--- src/rtl/min_cmp_scheduler.sv ---
// Purpose : minimum (and optionally its index) of NUM_IN unsigned operands, found with one shared comparator.
// Latency : out_valid rises NUM_IN-1 cycles after the input handshake.
// Backpr. : in_ready is low from acceptance until the cycle after the result handshake; the result holds while out_ready=0.
//
// Ports:
//   clk, rst_n           rising-edge clock, asynchronous active-low reset
//   in_valid/in_ready    operand vector handshake; operand k at in_data[k*DATA_W +: DATA_W]
//   out_valid/out_ready  result handshake; out_min (and out_idx) are stable while out_valid=1
//   busy                 high while a job is being compared or its result is pending
//   out_idx              index of the winning operand, present only when MIN_IDX_EN is defined
//
// Build option: define MIN_IDX_EN to add the out_idx port and the index register.

module min_cmp_scheduler #(
   parameter  int DATA_W = 8,
   parameter  int NUM_IN = 3,
   localparam int IDX_W  = $clog2(NUM_IN)
) (
   input  logic                     clk,
   input  logic                     rst_n,
   input  logic                     in_valid,
   output logic                     in_ready,
   input  logic [NUM_IN*DATA_W-1:0] in_data,
   output logic                     out_valid,
   input  logic                     out_ready,
   output logic [DATA_W-1:0]        out_min,
   output logic                     busy
`ifdef MIN_IDX_EN
   ,
   output logic [IDX_W-1:0]         out_idx
`endif
);

   typedef enum logic [1:0] {
      IDLE = 2'd0,
      CMP  = 2'd1,
      DONE = 2'd2
   } state_t;

   localparam logic [IDX_W-1:0] LAST_IDX = IDX_W'(NUM_IN - 1);

   state_t              state;
   state_t              next_state;
   logic [DATA_W-1:0]   ops [NUM_IN];
   logic [DATA_W-1:0]   min_r;
   logic [IDX_W-1:0]    cnt;
   logic [DATA_W-1:0]   cur_op;
   logic                lt;
   logic                accept;
   logic                last_cmp;
`ifdef MIN_IDX_EN
   logic [IDX_W-1:0]    idx_r;
`endif

   // The one shared comparator: the operand selected by cnt against the running min.
   // Strict less-than keeps the earlier (lower) index on ties.
   assign cur_op   = ops[cnt];
   assign lt       = cur_op < min_r;
   assign accept   = in_valid && in_ready;
   assign last_cmp = (cnt == LAST_IDX);

   // State register
   always_ff @(posedge clk or negedge rst_n) begin
      if (!rst_n) begin
         state <= IDLE;
      end else begin
         state <= next_state;
      end
   end

   // Next-state and handshake outputs
   always_comb begin
      next_state = state;
      in_ready   = 1'b0;
      out_valid  = 1'b0;
      busy       = 1'b0;
      case (state)
         IDLE: begin
            in_ready = 1'b1;
            if (in_valid) begin
               next_state = CMP;
            end
         end
         CMP: begin
            busy = 1'b1;
            if (last_cmp) begin
               next_state = DONE;
            end
         end
         DONE: begin
            busy      = 1'b1;
            out_valid = 1'b1;
            // IDLE (and in_ready) only on the following cycle, so no same-cycle re-accept.
            if (out_ready) begin
               next_state = IDLE;
            end
         end
         default: begin
            next_state = IDLE;
         end
      endcase
   end

   // Operand capture, running minimum and result registers
   always_ff @(posedge clk or negedge rst_n) begin
      if (!rst_n) begin
         for (int k = 0; k < NUM_IN; k++) begin
            ops[k] <= '0;
         end
         min_r   <= '0;
         cnt     <= '0;
         out_min <= '0;
`ifdef MIN_IDX_EN
         idx_r   <= '0;
         out_idx <= '0;
`endif
      end else begin
         case (state)
            IDLE: begin
               if (accept) begin
                  for (int k = 0; k < NUM_IN; k++) begin
                     ops[k] <= in_data[k*DATA_W +: DATA_W];
                  end
                  min_r <= in_data[DATA_W-1:0];
                  cnt   <= IDX_W'(1);
`ifdef MIN_IDX_EN
                  idx_r <= '0;
`endif
               end
            end
            CMP: begin
               if (lt) begin
                  min_r <= cur_op;
`ifdef MIN_IDX_EN
                  idx_r <= cnt;
`endif
               end
               cnt <= cnt + IDX_W'(1);
               // Result registers load only here, so they keep the previous
               // result while the next job is being compared.
               if (last_cmp) begin
                  out_min <= lt ? cur_op : min_r;
`ifdef MIN_IDX_EN
                  out_idx <= lt ? cnt : idx_r;
`endif
               end
            end
            default: begin
            end
         endcase
      end
   end

endmodule

--- config.mk ---
export PLATFORM = sky130hd
export DESIGN_NAME = min_cmp_scheduler
export DESIGN_NICKNAME = d
export VERILOG_FILES = /design/src/rtl/min_cmp_scheduler.sv
export SDC_FILE = /design/constraint.sdc
export NUM_CORES = 1
export LEC_CHECK = 0
export BUFFER_PORTS_ARGS = -buffer_cell sky130_fd_sc_hd__buf_4
export CAP_MARGIN = 40
export CORE_ASPECT_RATIO = 0.8
export CORE_MARGIN = 3
export CORE_UTILIZATION = 50
export CTS_BUF_LIST = sky130_fd_sc_hd__clkbuf_8
export CTS_CLUSTER_DIAMETER = 50
export CTS_CLUSTER_SIZE = 40
export DETAILED_ROUTE_END_ITERATION = 10
export PLACE_DENSITY = 0.75
export SYNTH_ARGS = -nofsm -noshare
export SYNTH_HDL_FRONTEND = slang
export SYNTH_SLANG_ARGS = --single-unit
export TNS_END_PERCENT = 10
--- constraint.sdc ---
create_clock -name clk -period 2.3 [get_ports clk]
set_input_delay 0.115 -clock clk [delete_from_list [all_inputs] [get_ports clk]]
set_output_delay 0.115 -clock clk [all_outputs]
set_load 0.1 [all_outputs]
### Yosys cells after proc, flatten, opt, wreduce, memory -nomap -nowiden

Index checks and enable logic that the tools add are counted.

| word-level totals | value |
|---|---|
| register bits | 44 |
| bits in latches | 0 |
| RAM bits | 0 |
| bits in read-only memories | 0 |
| input port bits | 28 |
| output and inout bits | 11 |
| word-level logic and storage cells | 41 |
| memories | 0 |

| cells by class | value |
|---|---|
| add/subtract/negate cells | 1 |
| $mul | 0 |
| div/mod/pow operators | 0 |
| $lt $le $gt $ge | 2 |
| equal/unequal tests | 7 |
| shift-type cells | 0 |
| multiplexer cells | 15 |
| bitwise operators | 1 |
| reductions and logical operators | 8 |

Operator list:

| kind | number |
|---|---|
| $mux 8 | 4 |
| $bmux 8 s2 | 1 |
| $pmux 8 s2 | 1 |
| $lt 8x8->1 | 1 |
| $mux 2 | 4 |
| $ne 2x2->1 const B | 4 |
| $pmux 2 s3 | 1 |
| $reduce_and 2->1 | 3 |
| $eq 2x2->1 const B | 2 |
| $pmux 2 s2 | 1 |
| $ge 3x3->1 const B | 1 |
| $mux 1 | 3 |
| $not 2->3 | 1 |
| $reduce_and 3->1 | 1 |
| $add 2x1->2 const B | 1 |
| $eq 2x1->1 const B | 1 |
| $logic_not 2->1 | 1 |
| $reduce_bool 2->1 | 1 |
| $reduce_or 2->1 | 1 |
| $logic_and 1x1->1 | 1 |

### Longest topological paths before layout

| logic depth | value |
|---|---|
| depth in word-level cells | 7 |
| gate-level depth with buffers | 11 |
| mapped depth without buffers | 9 |

### Least setup slack after synthesis

No wires, ideal clock.

| path | value |
|---|---|
| path type | flip-flop to flip-flop |
| start | reg state[0] |
| end | reg ops[10] in the netlist's numbering |
| setup time | 125 ps |
| data arrival time | 2318 ps |
| data required time | 2175 ps |
| setup slack | -142 ps |
| stages on the path, launching flop included | 6 |
| buffers on the path | 1 |
| period minus slack after synthesis | 2442 ps |
| cell sequence | dfrtp_1 -> inv_1 -> ha_1 -> nand2_1 -> clkbuf_1 -> mux2_2 |

| on the way | value |
|---|---|
| cells in the longest elaborated chain, start to end | 4 |

RTL lines:

| item | RTL line | text |
|---|---|---|
| from (decl) | 42 | `state_t state;` |
| from (signal assigned) | 67 | `state <= next_state;` |
| $logic_not 2->1 | 77 | `case (state)` |
| $mux 1 | 77 |  |
| via in_ready | 22 | `output logic in_ready,` |
| $logic_and 1x1->1 | 59 | `assign accept = in_valid && in_ready;` |
| $reduce_and 2->1 (no source line) | - |  |
| to (signal, indexed assignment) | 122 | `ops[k] <= in_data[k*DATA_W +: DATA_W];` |
| to (decl) | 44 | `logic [DATA_W-1:0] ops [NUM_IN];` |

The timed path passes the listed nets, and every way through them passes these cells.
A chain may end at the register's enable or synchronous reset.

### Worst setup path in the final report

| path | value |
|---|---|
| start | reg cnt[1] |
| end | reg min_r[3] |

| on the way | value |
|---|---|
| cells in the longest elaborated chain, start to end | 7 |

RTL lines:

| item | RTL line | text |
|---|---|---|
| from (decl) | 46 | `logic [IDX_W-1:0] cnt;` |
| from (signal assigned) | 138 | `cnt <= cnt + IDX_W'(1);` |
| $not 2->3 (implied by the code) * | 57 | `assign cur_op = ops[cnt];` |
| $bmux 8 s2 * | 57 |  |
| $mux 8 (implied by the code) * (2 in series) | 57 |  |
| $lt 8x8->1 | 58 | `assign lt = cur_op < min_r;` |
| $mux 8 * | 132 | `if (lt) begin` |
| $pmux 8 s2 * | 118 | `case (state)` |
| to (signal assigned) | 124 | `min_r <= in_data[DATA_W-1:0];` |
| to (signal assigned) | 133 | `min_r <= cur_op;` |
| to (decl) | 45 | `logic [DATA_W-1:0] min_r;` |

Mark *: on every way between the ends. The rest lies on a longest branch, timed or not. The select of a mux whose other input is x is not followed.

==> impl_metrics.py <==
metrics = {
    "global_route": {
        "use_met3_pct": 4.21,
        "grt_pass1_vias": 1886,
        "antenna_found_initial": 0,
        "gr-max-usage-layer": "met2",
        "globalRouteMet1Util_pct": 28.8,
        "gr-usage-met2_pct": 31.0,
        "grt_max_degree": 45,
        "track_usage_pct": 20.0,
        "grt_pass1_wl_um": 9010,
        "overflow": 0,
    },
    "final_layout": {
        "area_growth_pct": 36.9,
        "layout_commonest_cell": "buf_4",
        "diodes": 0,
        "nets": 325,
        "post_route_cells_drive_above_1_share_pct": 47.7,
        "final_cell_mix": "buf_4, dfrtp_1, mux2_2",
    },
    "clock_tree": {
        "h-tree-depth": 2,
        "cts_tree": "yes",
        "cts-root-buf": "clkbuf_8",
        "cts-buffers-inserted": 5,
        "clock-sinks": 44,
        "clk_pin_slew_ns": 0.09,
        "clk_path_buf_depth": 2,
        "clock_latency_ns": 0.30,
    },
    "timing": {
        "rsz0062_at_grt": "true",
        "fin_crit_sh_pct": 97.6,
        "period_minus_slack_ns": 2.24,
        "skew_ns": 0.00836,
        "relSlewSlack_pct": 58.3,
        "timing.fmax_mhz": 445,
        "hold_violations": 0,
        "maxSlewViolCount": 0,
        "tightest_slew_ns": 0.625,
        "setup_viol": 0,
        "hold-worst-slack_ns": 0.0416,
    },
    "logic_synthesis": {
        "yosysWarnings": 0,
        "ys_top_cells_by_area": "dfrtp_1, mux2_2, ha_1",
        "yosys.area.top_type": "dfrtp_1",
        "synth_nets": 262,
        "synth.distinct_cells": 33,
        "synth-seq-cells": 44,
        "syn_area_per_cell_sq_um": 10.7,
        "yosysTopAreaCellShare_pct": 46.0,
        "synth_cells": 223,
        "synthesis.area_sq_um": 2400,
        "yosysSeqAreaShare_pct": 46.0,
    },
    "outcome": {
        "status": "completed",
    },
    "worst_setup_path": {
        "max_stage_delay_ns": 0.43,
        "crit_chain": "buf_6 > mux2i_2 > o2bb2ai_2 > ha_1 > nand2_2 > nor2_4 > buf_4 > a21oi_4 > nand2_1 > buf_4 > a311oi_2",
        "critPathSlowestCell": "dfrtp_1",
        "crit_end": "min_r[3]",
        "r2r_start": "cnt[1]",
        "worstReg2RegEnd": "min_r[3]",
        "required_ns": 2.51,
        "crit_type": "reg -> reg",
        "start_kind": "flip-flop",
        "crit_fanout": 5,
        "cpMostUsedCell": "buf_4",
        "crit_path_end_kind": "flip-flop",
        "arrival_ns": 2.46,
        "r2r_slack_ns": 0.06,
        "cp-startpoint": "cnt[1]",
        "ff2ff_path_depth": 11,
    },
    "detailed_routing": {
        "via_per_inst": 5.70,
        "route.antenna.remaining_nets": 0,
        "vias": 1960,
        "drc": 0,
        "drt_iter0_markers": 170,
        "dr.pass1.iters": 4,
        "finalWirelength_um": 5690,
        "wire_per_inst_um": 16.5,
    },
    "worst_hold_path": {
        "min_path_type": "in -> reg",
    },
    "place": {
        "gp_congestion": 0.908,
        "io_buffer_count": 38,
        "dp_hpwl_um": 4130,
    },
    "floorplanning": {
        "coreArea_sq_um": 4390,
        "fp.dieH_um": 67.9,
        "dieArea_sq_um": 5660,
        "rows": 21,
        "die_w_um": 83.4,
        "io_pins": 39,
        "initial_utilization_pct": 54.6,
    },
    "job": {
        "drv_cap": 0,
    },
}
metal layers:
metal / up-vias / share of wire (%) / wire length (um)
li1: 947 / - / -
met1: 951 / 47 / 2690
met4: 0 / 0.37 / 21
met3: 2 / 6.3 / 359
met5: - / 0 / 0
met2: 60 / 46 / 2620
final cells by class:
cell class	count	area, sq um
Timing Repair Buffer	66	531
Inverter	13	48.8
Sequential cell	44	1100
Tap cell	57	71.3
Clock buffer	7	96.3
Clock inverter	1	30.0
Fill cell	309	1110
Multi-Input combinational cell	156	1400
state kept, by name, indices dropped and copies added (netlist names):
signal,flops
cnt,2
min_r,8
ops,24
out_min,8
state,2
worst max-delay path: cells and delay by family (launching register included):
family	cells	cell delay (ns)
adders and majority gates	1	0.32
AOI/OAI and AO/OA	3	0.50
muxes	1	0.23
DFF	1	0.43
and+or+nand+nor	3	0.22
buffers and inverters	3	0.47
cells in the mapped netlist:
cell        n
o31ai_2     3
nor2_1      5
nor3b_1     1
o21ai_0     7
clkbuf_1    6
mux2i_2     1
and3_1      1
o2bb2ai_1   7
nand2b_1    2
ha_1       11
a311oi_1    2
a21oi_2     1
o31ai_1     4
nand3_1     2
a21o_1      2
o22ai_1     2
buf_6       3
mux2i_1     8
and2_1      1
o21ai_1     4
and2_0      1
a22oi_1     6
nand3_2     2
dfrtp_1    44
mux2_2     25
buf_1       1
a31oi_1     1
inv_1      13
buf_2       1
o211ai_1   14
nand2_1    25
a2111oi_0   2
a21oi_1    15
worst min-delay path by stage:
stage,from,cells after the start,end,slack [ns]
detailed placement,rst_n,1,out_min[2],0.14
global route,in_data[15],2,ops[15],0.04
CTS,in_data[14],2,ops[14],0.04
finish,in_data[14],2,ops[14],0.04
floorplan,rst_n,0,cnt[0],-0.18
global placement,rst_n,1,out_min[6],0.14
kinds of logic (layout without fill, tap and decap cells):
logic type | after synthesis | in the layout | synth area share [%]
AO/OA/AOI/OAI | 70 | 71 | 20.3
adder cells (fa/ha/maj) | 11 | 11 | 5.74
buffers and inverters | 24 | 87 | 4.75
flip-flops | 44 | 44 | 46.0
multiplexers | 34 | 34 | 15.7
AND/OR/NAND/NOR | 40 | 40 | 7.57
repair_timing:
item                                   4_1_cts  5_1_grt
pin swaps                                    1        6
cloned                                       1        0
hold buffers                                 1        0
resized for setup                            6       38
setup endpoints to repair                   14       16
buffers inserted                             0        1
endpoints found under the hold margin       44        0
per-stage QoR:
step | std cells | setup TNS [ns] | utilization, % | area, sq um | setup slack (ns)
3_3_place_gp | 333 | -0.338 | 66.3 | 2910 | -0.0495
3_5_place_dp | 333 | -1.19 | 66.3 | 2910 | -0.127
6_report | 344 | 0 | 74.7 | 3280 | 0.0551
5_1_grt | 344 | -0.792 | 74.7 | 3280 | -0.107
4_1_cts | 343 | 0 | 69.9 | 3070 | 0.00962
2_1_floorplan | 223 | -0.565 | - | 2400 | -0.0919
Power is not shown: default switching activity piles up to over one toggle a cycle in this logic, so the estimate is an artifact.
